==> src/rtl/rx_lane_deskew_pkg.sv <==
// pcie_deskew_pkg: shared definitions for the PCIe Gen1/Gen2 receive lane deskew unit.
//   COM_SYMBOL   - K28.5 data byte that marks a common alignment point on every lane
//   MAX_LANES    - widest lane count the unit supports
//   deskewStateT - deskew FSM state encoding, also driven out on the debug state port
//   laneByte()   - pulls lane N's byte out of a lane-packed bus (lane i in bits [8i+7:8i])
package pcie_deskew_pkg;

  localparam logic [7:0] COM_SYMBOL = 8'hBC;
  localparam int         MAX_LANES  = 16;
  localparam int         WIDE_BUS   = 8 * MAX_LANES;

  typedef enum logic [1:0] {
    IDLE   = 2'd0,
    SEARCH = 2'd1,
    LOCKED = 2'd2
  } deskewStateT;

  // Callers zero-extend their bus to WIDE_BUS so one helper serves every lane count.
  function automatic logic [7:0] laneByte(input logic [WIDE_BUS-1:0] bus, input int lane);
    return bus[8*lane +: 8];
  endfunction

endpackage

==> src/rtl/rx_lane_deskew_lane_fifo.sv <==
// lane_fifo: one lane's circular symbol buffer for the deskew unit.
//   clk, reset - clock and synchronous active-high reset (clears both pointers)
//   wrEn/wrSym - write {K, data} at the write pointer, then advance it
//   loadRd     - snap the read pointer onto the current write pointer, i.e. onto the
//                address the symbol written on this same edge lands in
//   rdEn       - advance the read pointer after this edge's read
//   rdSym      - entry at the read pointer (combinational)
// Pointers wrap modulo DEPTH. The deskew controller bounds occupancy, so there is
// no full/empty tracking here.
module lane_fifo #(
  parameter int DEPTH = 8
) (
  input  logic       clk,
  input  logic       reset,
  input  logic       wrEn,
  input  logic [8:0] wrSym,
  input  logic       loadRd,
  input  logic       rdEn,
  output logic [8:0] rdSym
);

  localparam int AW = $clog2(DEPTH);

  logic [8:0]    mem [DEPTH];
  logic [AW-1:0] wrPtr;
  logic [AW-1:0] rdPtr;

  always_ff @(posedge clk) begin
    if (reset) begin
      wrPtr <= '0;
      rdPtr <= '0;
    end else begin
      if (wrEn) wrPtr <= wrPtr + AW'(1);
      // A capture and a read never coincide: captures happen while searching, reads while locked.
      if (loadRd)    rdPtr <= wrPtr;
      else if (rdEn) rdPtr <= rdPtr + AW'(1);
    end
  end

  // Storage needs no reset: stale entries are never read, because the read pointer is
  // always reloaded from a fresh COM capture before any read.
  always_ff @(posedge clk) begin
    if (wrEn) mem[wrPtr] <= wrSym;
  end

  assign rdSym = mem[rdPtr];

endmodule

==> src/rtl/rx_lane_deskew.sv <==
// rx_lane_deskew: multi-lane 8b/10b receive deskew, between the PIPE Rx interface and
// the ordered-set/packet logic.
//   CLK, reset               - PIPE PCLK, synchronous active-high reset
//   deskewEnable             - from LTSSM; low forces IDLE
//   activeLanes              - mask of configured lanes
//   RxData/RxDataK/RxValid   - per-lane received symbol, K flag, symbol valid
//   AlignedData/AlignedDataK - deskewed symbols (inactive lanes read as 0)
//   AlignedValid             - aligned symbols valid on every active lane
//   deskewLocked             - FSM is LOCKED
//   deskewError              - one-cycle pulse: skew overflow, alignment loss or a lane dropping RxValid
//   measuredSkew             - skew count captured at lock
//   debugState               - current FSM state
// Flow qualifiers: RxValid[i] marks a symbol for lane i on this edge, and
// AlignedValid marks a full-width aligned word on this edge. There is no backpressure
// in either direction; a lane with RxValid low while locked is treated as lost alignment.
module rx_lane_deskew
  import pcie_deskew_pkg::*;
#(
  parameter int LANESNUMBER = 16,
  parameter int DEPTH       = 8,
  parameter int MAX_SKEW    = 5
) (
  input  logic                       CLK,
  input  logic                       reset,
  input  logic                       deskewEnable,
  input  logic [LANESNUMBER-1:0]     activeLanes,
  input  logic [8*LANESNUMBER-1:0]   RxData,
  input  logic [LANESNUMBER-1:0]     RxDataK,
  input  logic [LANESNUMBER-1:0]     RxValid,
  output logic [8*LANESNUMBER-1:0]   AlignedData,
  output logic [LANESNUMBER-1:0]     AlignedDataK,
  output logic                       AlignedValid,
  output logic                       deskewLocked,
  output logic                       deskewError,
  output logic [$clog2(DEPTH)-1:0]   measuredSkew,
  output deskewStateT                debugState
);

  localparam int SW = $clog2(DEPTH);

  // Parameter sanity, rejected at elaboration.
  if (LANESNUMBER < 1 || LANESNUMBER > MAX_LANES) begin : gBadLanes
    $fatal(1, "rx_lane_deskew: LANESNUMBER must be 1..16");
  end
  if (DEPTH < 4 || (DEPTH & (DEPTH - 1)) != 0) begin : gBadDepth
    $fatal(1, "rx_lane_deskew: DEPTH must be a power of two >= 4");
  end
  if (MAX_SKEW > DEPTH - 2) begin : gBadSkew
    $fatal(1, "rx_lane_deskew: MAX_SKEW must be <= DEPTH-2");
  end

  deskewStateT state, stateNext;

  logic [LANESNUMBER-1:0] captured, capturedNext;
  logic [LANESNUMBER-1:0] lockMask;
  logic [LANESNUMBER-1:0] loadMask;
  logic [LANESNUMBER-1:0] rdEnMask;
  logic [SW-1:0]          skewCnt, skewNext;
  logic                   lockNow, errNow, readNow;

  logic [LANESNUMBER-1:0] comIn, comOut, comAct, outComAct;
  logic [WIDE_BUS-1:0]    rxDataWide, alignedWide;
  logic                   searchStarted, alignLoss, validLoss;
  logic [8:0]             laneRd [LANESNUMBER];

  assign rxDataWide  = WIDE_BUS'(RxData);
  assign alignedWide = WIDE_BUS'(AlignedData);

  // COM detection on the incoming symbols and on the registered aligned output.
  always_comb begin
    comIn  = '0;
    comOut = '0;
    for (int i = 0; i < LANESNUMBER; i++) begin
      comIn[i]  = RxValid[i] && RxDataK[i] && (laneByte(rxDataWide, i) == COM_SYMBOL);
      comOut[i] = AlignedValid && AlignedDataK[i] && (laneByte(alignedWide, i) == COM_SYMBOL);
    end
  end

  assign comAct        = comIn & activeLanes;
  assign outComAct     = comOut & activeLanes;
  assign searchStarted = |(captured & activeLanes);
  // Some active lanes show COM on the aligned output and others do not.
  assign alignLoss     = (outComAct != '0) && (outComAct != activeLanes);
  assign validLoss     = (activeLanes & ~RxValid) != '0;

  // State register plus the search bookkeeping that moves with it.
  always_ff @(posedge CLK) begin
    if (reset) begin
      state    <= IDLE;
      captured <= '0;
      skewCnt  <= '0;
      lockMask <= '0;
    end else begin
      state    <= stateNext;
      captured <= capturedNext;
      skewCnt  <= skewNext;
      if (lockNow) lockMask <= activeLanes;
    end
  end

  // Next-state and search logic.
  always_comb begin
    stateNext    = state;
    capturedNext = captured;
    skewNext     = skewCnt;
    loadMask     = '0;
    lockNow      = 1'b0;
    errNow       = 1'b0;
    case (state)
      IDLE: begin
        capturedNext = '0;
        skewNext     = '0;
        stateNext    = SEARCH;
      end
      SEARCH: begin
        if (activeLanes != '0) begin
          if (searchStarted && skewCnt == SW'(MAX_SKEW)) begin
            // Skew would exceed the window: abandon this search. A COM on this same
            // edge seeds a fresh search (and locks at once if every lane shows it).
            errNow       = 1'b1;
            capturedNext = comAct;
            loadMask     = comAct;
            skewNext     = '0;
            if (comAct == activeLanes) begin
              lockNow   = 1'b1;
              stateNext = LOCKED;
            end
          end else if (searchStarted) begin
            // Each lane captures only its first COM of the search.
            loadMask     = comAct & ~captured;
            capturedNext = captured | loadMask;
            skewNext     = skewCnt + SW'(1);
            if ((capturedNext & activeLanes) == activeLanes) begin
              lockNow   = 1'b1;
              stateNext = LOCKED;
            end
          end else if (comAct != '0) begin
            loadMask     = comAct;
            capturedNext = comAct;
            skewNext     = '0;
            if (comAct == activeLanes) begin
              lockNow   = 1'b1;
              stateNext = LOCKED;
            end
          end
        end
      end
      LOCKED: begin
        if (activeLanes != lockMask) begin
          // Reconfiguration, not a fault: re-search silently.
          stateNext    = SEARCH;
          capturedNext = '0;
          skewNext     = '0;
        end else if (alignLoss || validLoss) begin
          errNow       = 1'b1;
          stateNext    = SEARCH;
          capturedNext = '0;
          skewNext     = '0;
        end
      end
      default: begin
        stateNext    = IDLE;
        capturedNext = '0;
        skewNext     = '0;
      end
    endcase
    if (!deskewEnable) begin
      stateNext    = IDLE;
      capturedNext = '0;
      skewNext     = '0;
      loadMask     = '0;
      lockNow      = 1'b0;
      errNow       = 1'b0;
    end
  end

  // FSM-derived controls. A read happens only on edges that stay LOCKED, so the edge
  // that leaves LOCKED already presents AlignedValid low.
  always_comb begin
    readNow      = (state == LOCKED) && (stateNext == LOCKED);
    rdEnMask     = readNow ? activeLanes : '0;
    deskewLocked = (state == LOCKED);
    debugState   = state;
  end

  // Registered aligned outputs.
  always_ff @(posedge CLK) begin
    if (reset) begin
      AlignedData  <= '0;
      AlignedDataK <= '0;
      AlignedValid <= 1'b0;
      deskewError  <= 1'b0;
      measuredSkew <= '0;
    end else begin
      deskewError  <= errNow;
      AlignedValid <= readNow;
      for (int i = 0; i < LANESNUMBER; i++) begin
        AlignedData[8*i +: 8] <= (readNow && activeLanes[i]) ? laneRd[i][7:0] : 8'h00;
        AlignedDataK[i]       <= readNow && activeLanes[i] && laneRd[i][8];
      end
      if (stateNext == IDLE) measuredSkew <= '0;
      else if (lockNow)      measuredSkew <= skewNext;
    end
  end

  for (genvar i = 0; i < LANESNUMBER; i++) begin : gLane
    lane_fifo #(.DEPTH(DEPTH)) uFifo (
      .clk    (CLK),
      .reset  (reset),
      .wrEn   (RxValid[i] && (state != IDLE)),
      .wrSym  ({RxDataK[i], RxData[8*i +: 8]}),
      .loadRd (loadMask[i]),
      .rdEn   (rdEnMask[i]),
      .rdSym  (laneRd[i])
    );
  end

endmodule
==> config.mk <==
export PLATFORM = sky130hd
export DESIGN_NAME = rx_lane_deskew
export DESIGN_NICKNAME = d
export VERILOG_FILES = /design/src/rtl/rx_lane_deskew_pkg.sv /design/src/rtl/rx_lane_deskew_lane_fifo.sv /design/src/rtl/rx_lane_deskew.sv
export SDC_FILE = /design/constraint.sdc
export NUM_CORES = 2
export LEC_CHECK = 0
export ABC_CLOCK_PERIOD_IN_PS = 3500
export CAP_MARGIN = 20
export CORE_UTILIZATION = 51
export DETAILED_ROUTE_END_ITERATION = 6
export DONT_BUFFER_PORTS = 1
export MAX_ROUTING_LAYER = met4
export PLACE_DENSITY = 0.69
export SKIP_CTS_REPAIR_TIMING = 1
export SLEW_MARGIN = 30
export SYNTH_ARGS = -nofsm -noshare
export SYNTH_HDL_FRONTEND = slang
export SYNTH_SLANG_ARGS = --single-unit
==> constraint.sdc <==
create_clock -name CLK -period 3.5 [get_ports CLK]
set_clock_uncertainty 0.1 [all_clocks]
set_input_delay 0.35 -clock CLK [delete_from_list [all_inputs] [get_ports CLK]]
set_output_delay 0.35 -clock CLK [all_outputs]
set_load 0.01 [all_outputs]
# After elaboration in Yosys (flattened, before gate mapping)
# Memories as Yosys holds them, arrays and structs flattened. A register that Yosys moved wholly into a read port is not among the register bits.
# Cells that the tools add are included.
# W data, S select, Z words.
[classes] n_mux=141 add_sub_neg=33 eq_ne=43 n_bitwise=26 n_reduce_logical=159
[ops] operator="$eq A8 B8 Y1 const B" n=32
[ops] operator="$mux W3" n=71
[ops] operator="$mux W16" n=13
[ops] operator="$logic_and A1 B1 Y1" n=115
[ops] operator="$add A3 B1 Y3 const B" n=33
[ops] operator="$and A16 B16 Y16" n=6
[ops] operator="$reduce_bool A16 Y1" n=4
[ops] operator="$mux W1" n=44
[ops] operator="$reduce_or A2 Y1" n=18
[ops] operator="$reduce_bool A2 Y1" n=17
[ops] operator="$eq A16 B16 Y1" n=2
[ops] operator="$ne A16 B16 Y1" n=2
[ops] operator="$not A16 Y16" n=2
[ops] operator="$pmux W16 S2" n=1
[ops] operator="$mux W2" n=9
[ops] operator="$not A1 Y1" n=17
[ops] operator="$or A16 B16 Y16" n=1
[ops] operator="$reduce_or A16 Y1" n=1
[ops] operator="$pmux W2 S3" n=1
[ops] operator="$pmux W3 S2" n=1
[ops] operator="$eq A2 B2 Y1 const B" n=2
[ops] operator="$logic_not A2 Y1" n=2
[ops] operator="$ne A4 B4 Y1 const B" n=1
[ops] operator="$eq A3 B3 Y1 const B" n=1
[ops] operator="6 further kinds" n=6
[word_totals] reg_bits=282 elab_cells=474 n_memories=16 in_bits=179 ramBits=1152
[mem_list] name="gLane[0].uFifo.mem" words=8 word_bits=9 read_ports=1 rd_clocked_by_memory_dff=1 write_ports=1 line_no="rx_lane_deskew_lane_fifo.sv:24" rtl="logic [8:0] mem [DEPTH];"
[mem_list] name="gLane[10].uFifo.mem" words=8 word_bits=9 read_ports=1 rd_clocked_by_memory_dff=1 write_ports=1 line_no="rx_lane_deskew_lane_fifo.sv:24"
[mem_list] name="gLane[11].uFifo.mem" words=8 word_bits=9 read_ports=1 rd_clocked_by_memory_dff=1 write_ports=1 line_no="rx_lane_deskew_lane_fifo.sv:24"
[mem_list] name="gLane[12].uFifo.mem" words=8 word_bits=9 read_ports=1 rd_clocked_by_memory_dff=1 write_ports=1 line_no="rx_lane_deskew_lane_fifo.sv:24"
[mem_list] name="gLane[13].uFifo.mem" words=8 word_bits=9 read_ports=1 rd_clocked_by_memory_dff=1 write_ports=1 line_no="rx_lane_deskew_lane_fifo.sv:24"
[mem_list] name="gLane[14].uFifo.mem" words=8 word_bits=9 read_ports=1 rd_clocked_by_memory_dff=1 write_ports=1 line_no="rx_lane_deskew_lane_fifo.sv:24"
[mem_list] name="+10 memories"

# Longest topological paths before layout
[depth] depth_word=20 ltp_mapped=13 ltp_nobuf=9

# Cells and area by module
# From an unflattened synthesis, not the netlist that was laid out.
[unflattened] hier_cells=3337 area_unflattened_um2=60030.1
[by_module_without_submodules] module="lane_fifo" n_inst=16 area_per_inst_um2=3174.3 seq_area_each_um2=2342.2 cells_each=146
[by_module_without_submodules] module="rx_lane_deskew" n_inst=1 area_per_inst_um2=9241.4 seq_area_each_um2=3723.6 cells_each=1001

# Least setup slack after synthesis
# Ideal clock, no wire load.
[synth_timing] path_kind="input -> register" from="in RxData[1]" to="reg lockMask[10]" t_arrival_ns=3.063 cell_stages=11 slack_ns=0.210 setup_ns=0.128 path_buffers=2 required_ns=3.272 path_cell_list="nor4bb_1 a31o_2 o2111ai_1 or4_1 or4_1 a211oi_2 and2_1 clkbuf_1 buf_2 mux2i_1 nor2_1"
[synth_between] elab_chain_len=13
[synth_lines] item="start, declared" line_no="rx_lane_deskew.sv:27" rtl="input logic [8*LANESNUMBER-1:0] RxData,"
[synth_lines] item="$eq A8 B8 Y1 *" line_no="rx_lane_deskew.sv:74" rtl="comIn[i] = RxValid[i] && RxDataK[i] && (laneByte(rxDataWide, i) == COM_SYMBOL);"
[synth_lines] item="$logic_and A1 B1 Y1 *" line_no="rx_lane_deskew.sv:74"
[synth_lines] item="$and A16 B16 Y16 *" line_no="rx_lane_deskew.sv:79" rtl="assign comAct = comIn & activeLanes;"
[synth_lines] item="$and A16 B16 Y16" line_no="rx_lane_deskew.sv:130" rtl="loadMask = comAct & ~captured;"
[synth_lines] item="$or A16 B16 Y16" line_no="rx_lane_deskew.sv:131" rtl="capturedNext = captured | loadMask;"
[synth_lines] item="$and A16 B16 Y16" line_no="rx_lane_deskew.sv:133" rtl="if ((capturedNext & activeLanes) == activeLanes) begin"
[synth_lines] item="$eq A16 B16 Y1" line_no="rx_lane_deskew.sv:133"
[synth_lines] item="$mux W1" line_no="rx_lane_deskew.sv:133"
[synth_lines] item="$mux W1" line_no="rx_lane_deskew.sv:128" rtl="end else if (searchStarted) begin"
[synth_lines] item="$mux W1 *" line_no="rx_lane_deskew.sv:117" rtl="if (searchStarted && skewCnt == SW'(MAX_SKEW)) begin"
[synth_lines] item="$mux W1 *" line_no="rx_lane_deskew.sv:116" rtl="if (activeLanes != '0) begin"
[synth_lines] item="$mux W1 *" line_no="rx_lane_deskew.sv:109" rtl="case (state)"
[synth_lines] item="$mux W1 *" line_no="rx_lane_deskew.sv:167" rtl="if (!deskewEnable) begin"
[synth_lines] item="end signal, assigned" line_no="rx_lane_deskew.sv:97" rtl="if (lockNow) lockMask <= activeLanes;"
[synth_lines] item="end, declared" line_no="rx_lane_deskew.sv:55" rtl="logic [LANESNUMBER-1:0] lockMask;"
# Mark *: on every way between the ends. The rest lies on a longest branch, timed or not.
# A chain may end at the register's enable or synchronous reset.

# Worst setup path after layout
[layout_timing] from="in activeLanes[11]" to="reg AlignedDataK[13]"
[layout_between] elab_chain_len=15
[layout_lines] item="start, declared" line_no="rx_lane_deskew.sv:26" rtl="input logic [LANESNUMBER-1:0] activeLanes,"
[layout_lines] item="$and A16 B16 Y16" line_no="rx_lane_deskew.sv:79"
[layout_lines] item="$and A16 B16 Y16" line_no="rx_lane_deskew.sv:130"
[layout_lines] item="$or A16 B16 Y16" line_no="rx_lane_deskew.sv:131"
[layout_lines] item="$and A16 B16 Y16" line_no="rx_lane_deskew.sv:133"
[layout_lines] item="$eq A16 B16 Y1" line_no="rx_lane_deskew.sv:133"
[layout_lines] item="$mux W2" line_no="rx_lane_deskew.sv:133"
[layout_lines] item="$mux W2" line_no="rx_lane_deskew.sv:128"
[layout_lines] item="$mux W2" line_no="rx_lane_deskew.sv:117"
[layout_lines] item="$mux W2" line_no="rx_lane_deskew.sv:116"
[layout_lines] item="$pmux W2 S3 *" line_no="rx_lane_deskew.sv:109"
[layout_lines] item="$mux W2 *" line_no="rx_lane_deskew.sv:167"
[layout_lines] item="$eq A2 B2 Y1 *" line_no="rx_lane_deskew.sv:180" rtl="readNow = (state == LOCKED) && (stateNext == LOCKED);"
[layout_lines] item="$logic_and A1 B1 Y1 *" line_no="rx_lane_deskew.sv:180"
[layout_lines] item="$logic_and A1 B1 Y1 * (2 in a row)" line_no="rx_lane_deskew.sv:199" rtl="AlignedDataK[i] <= readNow && activeLanes[i] && laneRd[i][8];"
[layout_lines] item="end signal, assigned by index" line_no="rx_lane_deskew.sv:199"
[layout_lines] item="end, declared" line_no="rx_lane_deskew.sv:31" rtl="output logic [LANESNUMBER-1:0] AlignedDataK,"
# Marks and branches as above.

==> flow_summary.yaml <==
run_status:
  status: "finished with violations"
  failed_checks: "negative hold slack, negative setup slack"
synth:
  synthAdderAreaFrac: 0.008264
  synth_compound_gate_area_share: 0.03325
  synth_top_area_share: 0.6013
  synthSimpleGateAreaFrac: 0.06861
  synth_nets: 3512
  syn_inst: 3295
  synth.area.mux_share: 0.1461
  synth.most_common_cell: "edfxtp_1"
  synth.avg_cell_area_um2: 17.46
  synth_area_um2: 57530
  synth_top_family_by_area: "multiplexers"
  yosysTopAreaCell: "edfxtp_1"
  ys_top_cells_by_count: "edfxtp_1, dfxtp_1, mux4_2"
  ys_seq_elements: 1482
  synth_xor_area_frac: 0.01233
  synth_area_leaders: "edfxtp_1, dfxtp_1, mux4_2"
  async_flop_share: 0
  synth_edf_count: 1152
  ys_seq_area_frac: 0.7161
  yosysWarnings: 0
  synth.distinct_cells: 60
  yosys_most_used_dff: "edfxtp_1"
setup_path:
  r2r-end: "AlignedData[64]"
  cp-startpoint: "activeLanes[11]"
  critPathKind: "in -> reg"
  rrSetupSlack_ns: 0.03
  crit_end: "AlignedDataK[13]"
  path_depth: 10
  slowest_delay_ns: 0.66
  cp.required_ns: 4.04
  cp_data_arrival_time_ns: 4.05
  cpLargestDelayFamily: "simple AND/OR/NAND/NOR gates"
  path_cells: "dlygate4sd3_1, inv_1, o2111ai_1, or3_1, nor4_1, o21ai_4, or4_4, buf_6, buf_12, nor4_1"
  worst_path_max_delay_cell: "dlygate4sd3_1"
  path_buf_inv: 4
  setup.worst_path.end_class: "register"
  cpMostUsedCell: "nor4_1"
  r2r-start: "AlignedValid"
  rr_worst_depth: 14
  path_max_fanout: 21
  start_kind: "primary input"
global_route:
  grt_use_total: 0.2592
  grt_remaining_overflow: 0
  antenna_found_initial: 8
  grt_max_degree: 167
  grt_pass1_wl_mm: 209.5
  grt_pass1_vias: 32850
drt:
  num_vias: 33270
  drc: 0
  first_iter_violations: 3383
  ant_nets: 0
  avgRoutedWirePerCell_um: 27.73
  dr.pass1.iters: 6
  wl_mm: 153.5
  routed_via_density: 6.009
final_layout:
  stdcell_area_um2: 70150
  final_util: 0.6304
  drive_gt1_frac: 0.2620
  nets: 4127
  instances_no_fill: 5536
  seqCellArea_um2: 41200
  syn_to_final_growth_pct: 21.93
  multi_input_area_um2: 16190
  num-fill-cells: 7634
sta:
  tightest_slew_ns: 0.9913
  whs_ns: -0.3231
  hold_viol: 114
  setup_viol: 2
  rsz0062_at_grt: "yes"
  slew_violations: 0
  finalCritPeriodShare: 1.004
  fin_crit_ns: 3.515
  max_slew_margin: 0.3383
  timing.final.ws_setup_ns: -0.01531
  max_freq_mhz: 284.5
hold_path:
  min_path_cells: 2
  hp-class: "in -> reg"
clock_network:
  clk_pin_slew_ns: 0.06
  clock-root-buffer: "clkbuf_16"
  cts_sinks: 1482
  insertion_delay_ns: 0.77
  clockBufferDepth: 3
  h-tree-depth: 4
  cts_tree: "done"
  cts_made_buffers: 152
power:
  leakage_nw: 22.77
  powerDensity_nw_per_um2: 507.6
  vdd_drop_max_mv: 0.4776
place:
  place.gp.congestion: 0.9339
  dp_hpwl_mm: 98.69
  preCtsSetupSlack_ns: -0.7315
  port_buffers: 0
  placed_area_um2: 62220
  dp_cells: 5023
floorplanning:
  io_pins: 331
  dieHeight_um: 337.9
  die_w_um: 337.9
  die-area_um2: 114200
  initial_core_util: 0.5170
  num_rows: 122
  coreArea_um2: 111300
flow_run:
  max-cap-violations: 0
[registers in the layout, summed over array words and instances, names as in the netlist, named ones only]
name               flops
AlignedData          128
AlignedDataK          16
AlignedValid           1
captured              16
debugState             2
deskewError            1
gLane.uFifo.mem     1152
gLane.uFifo.rdPtr     48
gLane.uFifo.wrPtr     48
lockMask              16
measuredSkew           3
skewCnt                3
[report_power, final]
group          switching [mW]  internal [mW]  leakage (nW)
sequential             0.0427           19.0          13.0
combinational           0.504          0.331          7.35
clock                    6.56           9.15          2.38
[cell families after synthesis]
family                     Yosys count
AOI/OAI and AO/OA                  254
adders and majority gates           38
DFF                               1482
muxes                              480
xor gates and xnor gates            81
buffers and inverters              231
and+or+nand+nor                    729
[per-layer routing]
| metal | track usage | up-vias | share of wire |
|---|---|---|---|
| met3 | 0.06750 | 297 | 0.084 |
| met4 | 0.09242 | 0 | 0.034 |
| met2 | 0.4213 | 1384 | 0.50 |
| li1 | - | 14540 | - |
| met5 | - | - | 0 |
| met1 | 0.3139 | 17050 | 0.38 |
[placed cells by master, fill, tap and decap left out, types with 19 or more instances in the layout]
| cell | n |
|---|---|
| edfxtp_1 | 1152 |
| buf_4 | 416 |
| dfxtp_1 | 328 |
| mux4_2 | 288 |
| nor2_1 | 234 |
| dlygate4sd3_1 | 210 |
| mux2i_1 | 191 |
| clkbuf_16 | 162 |
| nor4_1 | 133 |
| a211oi_1 | 80 |
| nand2_1 | 72 |
| nand2b_1 | 71 |
| xor2_1 | 49 |
| clkbuf_1 | 45 |
| nor3_1 | 41 |
| ha_1 | 37 |
| nand4_1 | 34 |
| xnor2_1 | 32 |
| inv_1 | 31 |
| nor4_2 | 31 |
| o2111ai_1 | 25 |
| a21oi_1 | 23 |
| a211oi_2 | 21 |
| clkinv_2 | 21 |
| clkinv_1 | 19 |
[cell type report]
class,count,area share
flip-flops and latches,1482,0.5874
multi-input cells,1582,0.2308
repair buffers,660,0.08351
clock buffers,220,0.06194
well taps,1488,0.02654
clock inverters,58,0.007580
inverters,32,0.001712
diodes,14,0.0004994
[worst min-delay path by stage]
stage                         from                  endpoint  slack, ns
floorplan                RxData[0]  gLane[0].uFifo.mem[0][0]       0.35
global placement        RxData[48]  gLane[6].uFifo.mem[2][0]       0.35
detailed placement      RxData[75]  gLane[9].uFifo.mem[5][3]       0.35
CTS                     RxData[48]  gLane[6].uFifo.mem[3][0]      -0.47
global route                 reset   gLane[0].uFifo.rdPtr[2]      -0.37
finish              activeLanes[2]               lockMask[2]      -0.32
[metrics by stage]
stage	total power [mW]	setup TNS [ns]
2_1_floorplan	19.73	0
3_3_place_gp	19.87	-137.31
3_5_place_dp	19.89	-157.31
4_1_cts	35.40	-158.53
5_1_grt	36.57	-1.894
6_report	35.61	-0.02221
No activity file was read; power rests on OpenSTA's default activity.
